===== src/rtl/viterbi_branch_metric_pkg.sv =====
// Shared definitions for the Viterbi branch metric unit.
// Holds frame geometry, the per-edge expected codewords, the FSM state type and
// helpers that map trellis edges to stages and metric lanes.
// Optional feature macro: VITERBI_SOFT_EN (3-bit soft symbols, SYM_W = 6).
package viterbi_pkg;

    localparam int unsigned NUM_STAGES = 4;
    localparam int unsigned NUM_EDGES  = 24;
    localparam int unsigned MAX_LANES  = 8;   // edges in the widest stage
    localparam int unsigned BM_W       = 8;
    localparam int unsigned FCNT_W     = 8;

`ifdef VITERBI_SOFT_EN
    localparam int unsigned SYM_W = 6;
`else
    localparam int unsigned SYM_W = 2;
`endif

    // First edge index (0-based) and edge count of each stage.
    localparam int unsigned STAGE_OFS   [NUM_STAGES] = '{0, 4, 12, 20};
    localparam int unsigned STAGE_EDGES [NUM_STAGES] = '{4, 8, 8, 4};

    // Expected codeword per edge, stored as {c1, c0}; entry 0 is edge 1.
    localparam logic [1:0] EXP_CW [NUM_EDGES] = '{
        2'b00, 2'b11, 2'b01, 2'b10,
        2'b00, 2'b11, 2'b11, 2'b00, 2'b10, 2'b01, 2'b01, 2'b10,
        2'b00, 2'b11, 2'b11, 2'b00, 2'b10, 2'b01, 2'b01, 2'b10,
        2'b00, 2'b11, 2'b01, 2'b10
    };

    typedef enum logic {StCollect, StPresent} bm_state_e;

    function automatic int unsigned edge_stage(input int unsigned e);
        int unsigned st;
        st = 0;
        for (int unsigned s = 0; s < NUM_STAGES; s++) begin
            if (e >= STAGE_OFS[s]) st = s;
        end
        return st;
    endfunction

    function automatic int unsigned edge_lane(input int unsigned e);
        return e - STAGE_OFS[edge_stage(e)];
    endfunction

    // Codeword fed to a metric lane for the given stage; idle lanes see 00.
    function automatic logic [1:0] lane_codeword(input logic [1:0] stg, input int unsigned lane);
        if (lane >= STAGE_EDGES[stg]) return 2'b00;
        return EXP_CW[STAGE_OFS[stg] + lane];
    endfunction

endpackage


===== src/rtl/viterbi_branch_metric_if.sv =====
// Symbol-in / frame-out handshake bundle of the branch metric unit.
// master: symbol source and ACS side (drives sym_in, sym_valid, bm_ready).
// slave : branch metric unit (drives sym_ready, bm, bm_valid, frame_cnt).
interface viterbi_branch_metric_if;
    import viterbi_pkg::*;

    logic [SYM_W-1:0]          sym_in;
    logic                      sym_valid;
    logic                      sym_ready;
    logic [NUM_EDGES*BM_W-1:0] bm;
    logic                      bm_valid;
    logic                      bm_ready;
    logic [FCNT_W-1:0]         frame_cnt;

    modport master (
        output sym_in, sym_valid, bm_ready,
        input  sym_ready, bm, bm_valid, frame_cnt
    );

    modport slave (
        input  sym_in, sym_valid, bm_ready,
        output sym_ready, bm, bm_valid, frame_cnt
    );

endinterface


===== src/rtl/viterbi_bm_calc.sv =====
// Combinational distance of one received symbol to one expected codeword.
// Ports: sym (received symbol), cw ({c1, c0} expected), metric (zero-extended).
// Hard build: Hamming distance 0..2. VITERBI_SOFT_EN: sum of 3-bit confidence
// distances 0..14, where q counts toward an expected 0 and 7-q toward a 1.
module viterbi_bm_calc
    import viterbi_pkg::*;
(
    input  logic [SYM_W-1:0] sym,
    input  logic [1:0]       cw,
    output logic [BM_W-1:0]  metric
);

`ifdef VITERBI_SOFT_EN
    logic [3:0] d0;
    logic [3:0] d1;

    always_comb begin
        d0     = cw[0] ? {1'b0, 3'd7 - sym[2:0]} : {1'b0, sym[2:0]};
        d1     = cw[1] ? {1'b0, 3'd7 - sym[5:3]} : {1'b0, sym[5:3]};
        metric = BM_W'(d0 + d1);
    end
`else
    always_comb begin
        metric = BM_W'({1'b0, sym[0] ^ cw[0]} + {1'b0, sym[1] ^ cw[1]});
    end
`endif

endmodule


===== src/rtl/viterbi_branch_metric.sv =====
// Branch metric unit feeding the 4-stage ACS trellis.
// Accepts one symbol per trellis stage, registers that stage's edge metrics and
// presents the full 24-edge frame once all four stages are in.
// Ports: clk, rst_n (async, active-low), bus (slave side of the handshake bundle:
// sym_in/sym_valid/sym_ready in, bm/bm_valid/bm_ready out, frame_cnt).
// Optional feature macro: VITERBI_SOFT_EN (soft-decision metrics).
module viterbi_branch_metric
    import viterbi_pkg::*;
(
    input  logic                    clk,
    input  logic                    rst_n,
    viterbi_branch_metric_if.slave  bus
);

    bm_state_e         state_q, state_d;
    logic [1:0]        stg_q;
    logic [FCNT_W-1:0] frame_cnt_q;
    logic              sym_ready_s;
    logic              bm_valid_s;
    logic              sym_acc;
    logic              bm_acc;
    logic [1:0]        lane_cw [MAX_LANES];
    logic [BM_W-1:0]   lane_bm [MAX_LANES];

    assign sym_acc = bus.sym_valid && sym_ready_s;
    assign bm_acc  = bm_valid_s && bus.bm_ready;

    // State register.
    always_ff @(posedge clk or negedge rst_n) begin
        if (!rst_n) state_q <= StCollect;
        else        state_q <= state_d;
    end

    // Next-state logic.
    always_comb begin
        state_d = state_q;
        unique case (state_q)
            StCollect: if (sym_acc && stg_q == 2'd3) state_d = StPresent;
            StPresent: if (bm_acc) state_d = StCollect;
            default:   state_d = StCollect;
        endcase
    end

    // Outputs decode the state flop, so bm_valid is registered.
    always_comb begin
        sym_ready_s = (state_q == StCollect);
        bm_valid_s  = (state_q == StPresent);
    end

    // Stage counter wraps 3 -> 0 on the last accept of a frame.
    always_ff @(posedge clk or negedge rst_n) begin
        if (!rst_n) begin
            stg_q       <= 2'd0;
            frame_cnt_q <= '0;
        end else begin
            if (sym_acc) stg_q <= stg_q + 2'd1;
            if (bm_acc)  frame_cnt_q <= frame_cnt_q + 1'b1;
        end
    end

    // Eight shared metric lanes; narrow stages leave the upper lanes unused.
    for (genvar i = 0; i < MAX_LANES; i++) begin : g_lane
        assign lane_cw[i] = lane_codeword(stg_q, i);

        viterbi_bm_calc u_calc (
            .sym    (bus.sym_in),
            .cw     (lane_cw[i]),
            .metric (lane_bm[i])
        );
    end

    // Each edge register loads only when its own stage's symbol is accepted.
    for (genvar e = 0; e < NUM_EDGES; e++) begin : g_edge
        localparam int unsigned EStg  = edge_stage(e);
        localparam int unsigned ELane = edge_lane(e);

        logic [BM_W-1:0] bm_q;

        always_ff @(posedge clk or negedge rst_n) begin
            if (!rst_n)                           bm_q <= '0;
            else if (sym_acc && stg_q == 2'(EStg)) bm_q <= lane_bm[ELane];
        end

        assign bus.bm[BM_W*e +: BM_W] = bm_q;
    end

    assign bus.sym_ready = sym_ready_s;
    assign bus.bm_valid  = bm_valid_s;
    assign bus.frame_cnt = frame_cnt_q;

endmodule

===== src/flat_wrapper.sv =====
// flat-port wrapper written by rule: the top's interface ports become plain ports
module viterbi_branch_metric_flat import viterbi_pkg::*;
  (clk, rst_n, bus_sym_in, bus_sym_valid, bus_bm_ready, bus_sym_ready, bus_bm, bus_bm_valid, bus_frame_cnt);
  viterbi_branch_metric_if bus_i ();
  input  logic clk;
  input  logic rst_n;
  input wire logic [$bits(bus_i.sym_in)-1:0] bus_sym_in;
  input wire logic [$bits(bus_i.sym_valid)-1:0] bus_sym_valid;
  input wire logic [$bits(bus_i.bm_ready)-1:0] bus_bm_ready;
  output wire logic [$bits(bus_i.sym_ready)-1:0] bus_sym_ready;
  output wire logic [$bits(bus_i.bm)-1:0] bus_bm;
  output wire logic [$bits(bus_i.bm_valid)-1:0] bus_bm_valid;
  output wire logic [$bits(bus_i.frame_cnt)-1:0] bus_frame_cnt;
  assign bus_i.sym_in = bus_sym_in;
  assign bus_i.sym_valid = bus_sym_valid;
  assign bus_i.bm_ready = bus_bm_ready;
  assign bus_sym_ready = bus_i.sym_ready;
  assign bus_bm = bus_i.bm;
  assign bus_bm_valid = bus_i.bm_valid;
  assign bus_frame_cnt = bus_i.frame_cnt;
  viterbi_branch_metric u_core (.clk(clk), .rst_n(rst_n), .bus(bus_i));
endmodule

===== config.mk =====
export PLATFORM = sky130hd
export DESIGN_NAME = viterbi_branch_metric_flat
export DESIGN_NICKNAME = d
export VERILOG_FILES = /design/src/rtl/viterbi_branch_metric_pkg.sv /design/src/rtl/viterbi_branch_metric_if.sv /design/src/rtl/viterbi_bm_calc.sv /design/src/rtl/viterbi_branch_metric.sv /design/src/flat_wrapper.sv
export SDC_FILE = /design/constraint.sdc
export NUM_CORES = 1
export LEC_CHECK = 0
export ABC_AREA = 1
export CORE_MARGIN = 5
export CORE_UTILIZATION = 41
export DETAILED_ROUTE_END_ITERATION = 6
export GPL_TIMING_DRIVEN = 0
export PLACE_DENSITY_LB_ADDON = 0.05
export SYNTH_ARGS = -nofsm -noshare
export SYNTH_HDL_FRONTEND = slang
export SYNTH_SLANG_ARGS = --single-unit

===== constraint.sdc =====
create_clock -name clk -period 4.95 [get_ports clk]
set_input_delay 0.99 -clock clk [delete_from_list [all_inputs] [get_ports clk]]
set_output_delay 0.99 -clock clk [all_outputs]
set_load 0.05 [all_outputs]

; ---- After elaboration in Yosys (flattened, before gate mapping)
; Memory sizes are Yosys's and may differ from the RTL's.
; Cells that the tools add are included.
[totals]
ff_bits = 203
romBits = 512
inputBits = 6
out_inout_bits = 202
elab_cells = 154
memories = 8
[classes]
addsub = 17
magnitude_cmp = 17
eq_ne = 3
n_mux = 49
n_bitwise = 26
reduce_logical = 7
[memory_table]
columns = memory, depth, width, read_ports, rd_ports_with_merged_regs, wr, line
row1 = (no name shown), 32, 2, 1, 0, 0, viterbi_branch_metric_pkg.sv:49  ; return EXP_CW[STAGE_OFS[stg] + lane];
row2 = (no name shown), 32, 2, 1, 0, 0, viterbi_branch_metric_pkg.sv:49
row3 = (no name shown), 32, 2, 1, 0, 0, viterbi_branch_metric_pkg.sv:49
row4 = (no name shown), 32, 2, 1, 0, 0, viterbi_branch_metric_pkg.sv:49
row5 = (no name shown), 32, 2, 1, 0, 0, viterbi_branch_metric_pkg.sv:49
row6 = (no name shown), 32, 2, 1, 0, 0, viterbi_branch_metric_pkg.sv:49
row7 = +2 memories, n/a, n/a, n/a, n/a, n/a, n/a
[op_table]
columns = operator, n
row1 = "33-bit by 6-bit >= comparator with 1-bit output, second input constant", 8
row2 = 32-bit NOT with 33-bit output, 8
row3 = "32-bit by 3-bit adder with 32-bit output, second input constant", 4
row4 = 32-bit binary-select mux with 2-bit select, 2
row5 = "3-bit by 32-bit >= comparator with 1-bit output, first input constant", 4
row6 = 32-bit 2-to-1 mux, 4
row7 = "32-bit by 2-bit adder with 32-bit output, second input constant", 2
row8 = "1-bit by 32-bit >= comparator with 1-bit output, first input constant", 2
row9 = "2-bit by 32-bit >= comparator with 1-bit output, first input constant", 2
row10 = 2-bit 2-to-1 mux, 32
row11 = "32-bit by 1-bit adder with 32-bit output, second input constant", 1
row12 = 1-bit by 1-bit adder with 2-bit output, 8
row13 = 1-bit XOR, 16
row14 = 1-bit 2-to-1 mux, 10
row15 = "8-bit by 1-bit adder with 8-bit output, second input constant", 1
row16 = 1-bit logical AND, 6
row17 = "2-bit == test, second input constant", 2
row18 = "3-bit >= comparator, second input constant", 1
row19 = 2-bit NOT with 3-bit output, 1
row20 = "2-bit by 1-bit adder with 2-bit output, second input constant", 1
row21 = "2-bit by 1-bit == test with 1-bit output, second input constant", 1
row22 = 2-bit logical NOT, 1
row23 = 1-bit one-hot mux with 2 select lines, 1
row24 = 1-bit NOT, 1

; ---- Depth between registers and ports, before layout
; Gate-level depths: netlist (run 1).
[logic_depth]
ltp_word = 12
ltp_mapped = 11
mapped_depth_nobuf = 11

; ---- By module
; A second synthesis (run 1) with hierarchy kept.
[hier_totals]
cells_unflattened = 898
area_unflattened_um2 = 8949.8
[by_module_without_submodules]
columns = mod, n_inst, cells_each, area_per_inst_um2, seq_area_each_um2
row1 = viterbi_branch_metric, 1, 754, 8159.1, 5079.9
row2 = viterbi_bm_calc, 8, 18, 98.8, 0.0

; ---- Worst setup path before layout (run 1)
; Ideal clock, no wire load.
[synth_path]
path_type = register to output
start = register, netlist name u_core.g_edge[17].bm_q[0]
end = output port bus_bm[144]
t_arrival_ns = 0.904
required_time_ns = 3.960
path_slack_ns = 3.056
path_stages_with_launch = 2
path_buffers = 1
path_cell_list = dfrtp_1 buf_4
[synth_lines]
columns = item, line
row1 = end: declaration, flat_wrapper.sv:11  ; output wire logic [$bits(bus_i.bm)-1:0] bus_bm;

; ---- Final worst setup path (run 1)
[layout_path]
start = register u_core.state_q (netlist: u_core.bus.bm_valid)
end = output port bus_sym_ready
[layout_between]
elab_chain_cells = 1
[layout_rtl]
columns = item, line
row1 = start: declaration, viterbi_branch_metric.sv:15  ; bm_state_e state_q, state_d;
row2 = start signal: assignment, viterbi_branch_metric.sv:30  ; if (!rst_n) state_q <= StCollect;
row3 = start signal: assignment, viterbi_branch_metric.sv:31  ; else state_q <= state_d;
row4 = 1-bit NOT, viterbi_branch_metric.sv:46  ; sym_ready_s = (state_q == StCollect);
row5 = end: declaration, flat_wrapper.sv:10  ; output wire logic [$bits(bus_i.sym_ready)-1:0] bus_sym_ready;
; No other way between the ends.

==> results.txt, run 1 <==
Status: completed
Resized cells post-CTS: 0
Routability Congestion: 0.773
Clock tree root buffer cell: clkbuf_8
Hold Startpoint: u_core.g_edge[1].bm_q[0]
Die Ht: 102 um
Avg WL per Cell: 10.6 um
Area of the core: 8260 sq um
Number of CTS-inserted buffers: 5
DRC Markers: 0
Post-DRT Antenna Nets: 0
Antenna cells: 0
Worst Setup End Kind: primary output
Initial antenna violation count: 0
Port Buffers: 63
Max-cap violations: 0
Ports: 208
Clock latency on the worst-skew pair: 310 ps
DP HPWL: 6490 um
Most frequent cells in the layout: 152 x buf_4, 144 x conb_1, 67 x nand2_1
Vias per inst: 3.62
Sequential power share: 0.231
Post-CTS setup buffers: 0
Starting Density: 0.423
Placed Cells: 706
Net Sw Frac: 0.546
Worst setup slack after placement: 2420 ps
Mapped Cells: 394
Row count: 33
R2r setup slk: 3110 ps
Multi-input gate area: 1430 sq um
Synth Register Bits: 51
Final Skew: 10.2 ps
EDFF count, synth: 0
Maximum root-to-sink buffer count: 2
FF+latch area: 1280 sq um
R2r startpoint: u_core.stg_q[0]
Max Freq: 378 MHz
Slew margin rel.: 0.630
Worst reg2reg path depth: 8
Clk slew on worst S/H paths: 90 ps
Final cell count without fillers: 714
Hold slack: 491 ps
Post-synth cell types: 24
End of the worst hold path: u_core.g_edge[1].bm_q[0]
Commonest non-fill, non-tap cell in the layout: buf_4
Hold path depth: 2
Final setup viols: 0
Cell area after synthesis: 3490 sq um
Share of post-route cells with drive strength above 1: 0.335
DR iter-0 viols: 75
Leak Pwr: 2.84 nW
WL met2: 3870 um
Reg2reg end: u_core.g_edge[0].bm_q[0]
Fin. max-slew vios: 0
Pre-antenna DRT Iters: 4
Final hold vios: 0
Post-layout net count: 624
Hold WC Path Type: flop to flop
Ys flop type: dfrtp_1
Internal power contribution: 0.00137 W
Largest net degree at the start of global routing: 30
RSZ-0062 raised after global routing: no
Comb power frac: 0.668
Worst Path Max Fanout: 4
Cell taking the most area after synthesis: dfrtp_1
Area grow syn2layout: 41.0%
First-pass GRT wire length: 11200 um
Die ar.: 10500 sq um
Vias: 2584
Worst Tran Pin Value: 556 ps
Worst vdd ir: 0.000293 V
Clock share of power: 0.101
H-tree levels: 2
Fin Setup TNS: 0 ps
Number of global-route vias before repair: 2244
Worst setup SP type: flop
Uppermost layer routed: met4
PnR worst setup slack: 2300 ps
Critical path type: flop to primary output
Sw power: 0.00165 W
Arr. time, crit path: 1660 ps
WP data required: 3960 ps
Met1 WL: 2770 um
Register area share after synthesis: 0.366
Power Density: 615 nW/um^2
Fillers: 781
Top cells by area in the synthesized netlist: dfrtp_1 37%, buf_4 33%, nand2_1 7.2%
Yosys warning count: 0
Routed wl met3: 903 um
Cts hold-fix bufs: 0
Synthesized area per cell: 8.86 sq um
Total GRT Usage: 0.135
CTS tree: yes
Period utilisation layout: 0.535
Post-synth ARST share: 1.00
GRT overflow: 0
Detailed Route WL: 7600 um
Chip Width: 102 um
Tmin final: 2650 ps
Sinks on the clock net: 51
Synth top area share: 0.366
[Yosys cell counts, types with 2 or more instances]
master,instances
buf_4,152
buf_6,5
dfrtp_1,51
ha_1,10
inv_1,26
inv_2,7
nand2_1,67
nand2_4,3
nand3_1,8
nand3_2,2
nand4_1,2
nor2_1,5
nor2_4,3
nor3_1,2
o21ai_0,8
o21ai_1,15
o21ai_2,18
xor2_1,4
[per-stage QoR]
step	cell area [sq um]	power (W)	utilization
5_1_grt	4920	0.00321	0.596
4_1_cts	4920	0.00305	0.596
3_5_place_dp	4800	0.00275	0.582
2_1_floorplan	4030	0.00220	-
3_3_place_gp	4790	0.00272	0.580
6_report	4920	0.00303	0.596
[registers in the layout, indices dropped and copies added, names as in the netlist]
name,flops
u_core.bus.frame_cnt,8
u_core.stg_q,2
u_core.bus.bm_valid,1
u_core.g_edge.bm_q,40
[power by group through the flow]
stage | Clock, W | Sequential (W) | Combinational, W
finish | 0.000305 | 0.000700 | 0.00202
floorplan | 0 | 0.00125 | 0.000948
global route | 0.000335 | 0.000725 | 0.00215
detailed placement | 0 | 0.000711 | 0.00204
CTS | 0.000312 | 0.000704 | 0.00204
global placement | 0 | 0.000704 | 0.00202
[per-layer routing]
layer	track usage	vias up
met5	0	-
met4	0.0363	0
met3	0.0430	6
met2	0.237	123
met1	0.160	1099
li1	-	1356
[kinds of logic (layout without fill, tap and decap cells)]
family	after synthesis	in the layout	synth area share
buf+inv	191	263	0.380
simple gates	96	96	0.129
flops	51	51	0.366
compound gates	41	41	0.0781
fa+ha+maj	10	10	0.0358
xor+xnor	4	4	0.0100
other cells	1	144	0.00107
[worst max-delay path, cell delays in order (launching register included)]
cell and delay [ps]:
dfrtp_1 420, inv_2 110, clkdlybuf4s50_1 820
[cell type report]
class / count / share of cell area
Timing Repair Buffer: 64 / 0.131
Buffer: 158 / 0.244
Inverter: 33 / 0.0252
Tap cell: 105 / 0.0267
Multi-Input combinational cell: 295 / 0.290
Clock inverter: 2 / 0.00712
Clock buffer: 6 / 0.0168
Sequential cell: 51 / 0.259
[worst max-delay path by stage]
stage | from | to | slack (ps)
final | u_core.bus.bm_valid | bus_sym_ready | 2300
after global routing | u_core.bus.bm_valid | bus_sym_ready | 2230
after CTS | u_core.bus.bm_valid | bus_sym_ready | 2290
after detailed placement | bus_sym_in[1] | u_core.g_edge[0].bm_q[0] | 2420
after global placement | rst_n | u_core.g_edge[3].bm_q[1] | 1340
after floorplan | u_core.g_edge[17].bm_q[0] | bus_bm[144] | 3060
No activity file was read; power rests on OpenSTA's default activity.
==> inputs of run 2 (changes only) <==
CORE_UTILIZATION = 35   (was 41)
clock period = 2.2 ns   (was 4.95 ns; I/O delays follow)
==> run 2 against run 1 <==
  * Utilization decreased by 8.8 points
  * Routed wire length is 0.91% lower
  * First-iteration DRC count increased by 5.3%
  * Final area is 0.43% higher
  * Final cell count grew 3.9%
  * Count of clock-buffer cells in the layout up 1
  * Worst hold slack worse by 380 ps
  * Non-clock buffer count is the same
  * Sequential power is 120% higher
  * Clock power is 94% higher
==> results.txt, run 2 (synthesized netlist as in run 1, its figures left out) <==
Worst Path Max Fanout: 4
Chip Width: 110 um
Ports: 208
Commonest non-fill, non-tap cell in the layout: buf_4
Placement Cell Area: 4840 sq um
Largest register FFs: 40
Hold slack: 111 ps
RSZ-0062 raised after global routing: no
Final hold vios: 0
Tmin final: 2090 ps
Worst setup slack after placement: 206 ps
Antenna cells: 0
Worst reg2reg path depth: 11
Avg WL per Cell: 10.2 um
Initial antenna violation count: 0
Critical path type: flop to primary output
Resized cells post-CTS: 0
Die ar.: 12100 sq um
Clk slew on worst S/H paths: 90 ps
Cts hold-fix bufs: 0
Final Skew: 5.41 ps
Final setup viols: 0
Most frequent cells in the layout: 152 x buf_4, 144 x conb_1, 67 x nand2_1
Largest Register: u_core.g_edge.bm_q
Area grow syn2layout: 41.6%
Number of CTS-inserted buffers: 5
Die Ht: 110 um
Worst Setup End Kind: primary output
GRT overflow: 0
Finished layout cell area: 4940 sq um
Power Density: 1360 nW/um^2
Max-cap violations: 0
Fin Setup TNS: 0 ps
Period utilisation layout: 0.949
CTS tree: yes
WP data required: 1760 ps
PnR worst setup slack: 112 ps
DP HPWL: 6350 um
Placed Cells: 734
Area of the core: 9730 sq um
Post-CTS setup buffers: 0
Vias per inst: 3.43
Port Buffers: 63
Share of post-route cells with drive strength above 1: 0.335
Post-DRT Antenna Nets: 0
DRC Markers: 0
First-pass GRT wire length: 11500 um
Hold WC Path Type: primary input to asynchronous set/reset pin
Sinks on the clock net: 51
Fin. max-slew vios: 0
Number of global-route vias before repair: 2396
Pre-antenna DRT Iters: 4
Routability Congestion: 0.698
Worst vdd ir: 0.000581 V
Slew margin rel.: 0.633
DR iter-0 viols: 79
Post-layout net count: 624
Vias: 2548
Clock latency on the worst-skew pair: 300 ps
Leak Pwr: 2.83 nW
Detailed Route WL: 7530 um
Total GRT Usage: 0.121
Final cell count without fillers: 742
Max Freq: 479 MHz
Clock tree root buffer cell: clkbuf_8
H-tree levels: 2
Starting Density: 0.359
Arr. time, crit path: 1650 ps
Row count: 36
Worst Tran Pin Value: 549 ps
Maximum root-to-sink buffer count: 2
Largest net degree at the start of global routing: 29
Status: completed
Worst setup SP type: flop
## run 2: cell type report
type / instances / area, sq um
well taps: 133 / 166
fillers: 967 / 4790
repair buffers: 64 / 646
clock buffers: 7 / 96.3
flip-flops and latches: 51 / 1280
clock inverters: 1 / 7.51
multi-input cells: 295 / 1430
inverters: 33 / 124
plain buffers: 158 / 1200
## run 2: where the power goes
| part | switching, W | total (W) | internal [W] |
|---|---|---|---|
| logic | 0.00315 | 0.00455 | 0.00140 |
| clock network | 0.000306 | 0.000593 | 0.000286 |
| registers | 0.000252 | 0.00157 | 0.00132 |
| total | 0.00370 | 0.00671 | 0.00301 |
## run 2: stage by stage
| step | utilization | power, W |
|---|---|---|
| 2_1_floorplan | - | 0.00495 |
| 3_3_place_gp | 0.496 | 0.00616 |
| 3_5_place_dp | 0.497 | 0.00619 |
| 4_1_cts | 0.508 | 0.00679 |
| 5_1_grt | 0.508 | 0.00713 |
| 6_report | 0.508 | 0.00671 |
## run 2: worst max-delay path: stages, from the launching register on
cell and delay, ps:
dfrtp_1 410, inv_2 110, clkdlybuf4s50_1 820
## run 2: final timing paths
check                                     startpoint                   endpoint  slack (ps)
min                                            rst_n   u_core.g_edge[9].bm_q[0]         110
max in group asynchronous                      rst_n   u_core.g_edge[0].bm_q[1]        1540
min in group clk           u_core.g_edge[20].bm_q[1]  u_core.g_edge[20].bm_q[1]         490
min reg2reg                u_core.g_edge[20].bm_q[1]  u_core.g_edge[20].bm_q[1]         490
max                              u_core.bus.bm_valid              bus_sym_ready         110
max reg2reg                          u_core.stg_q[0]   u_core.g_edge[9].bm_q[0]         350
## run 2: routing by layer
layer	vias up	global-route usage	part of all wire
li1	1350	-	-
met2	127	0.211	0.49
met4	0	0.0401	0.012
met1	1065	0.142	0.38
met3	6	0.0358	0.12
met5	-	0	0
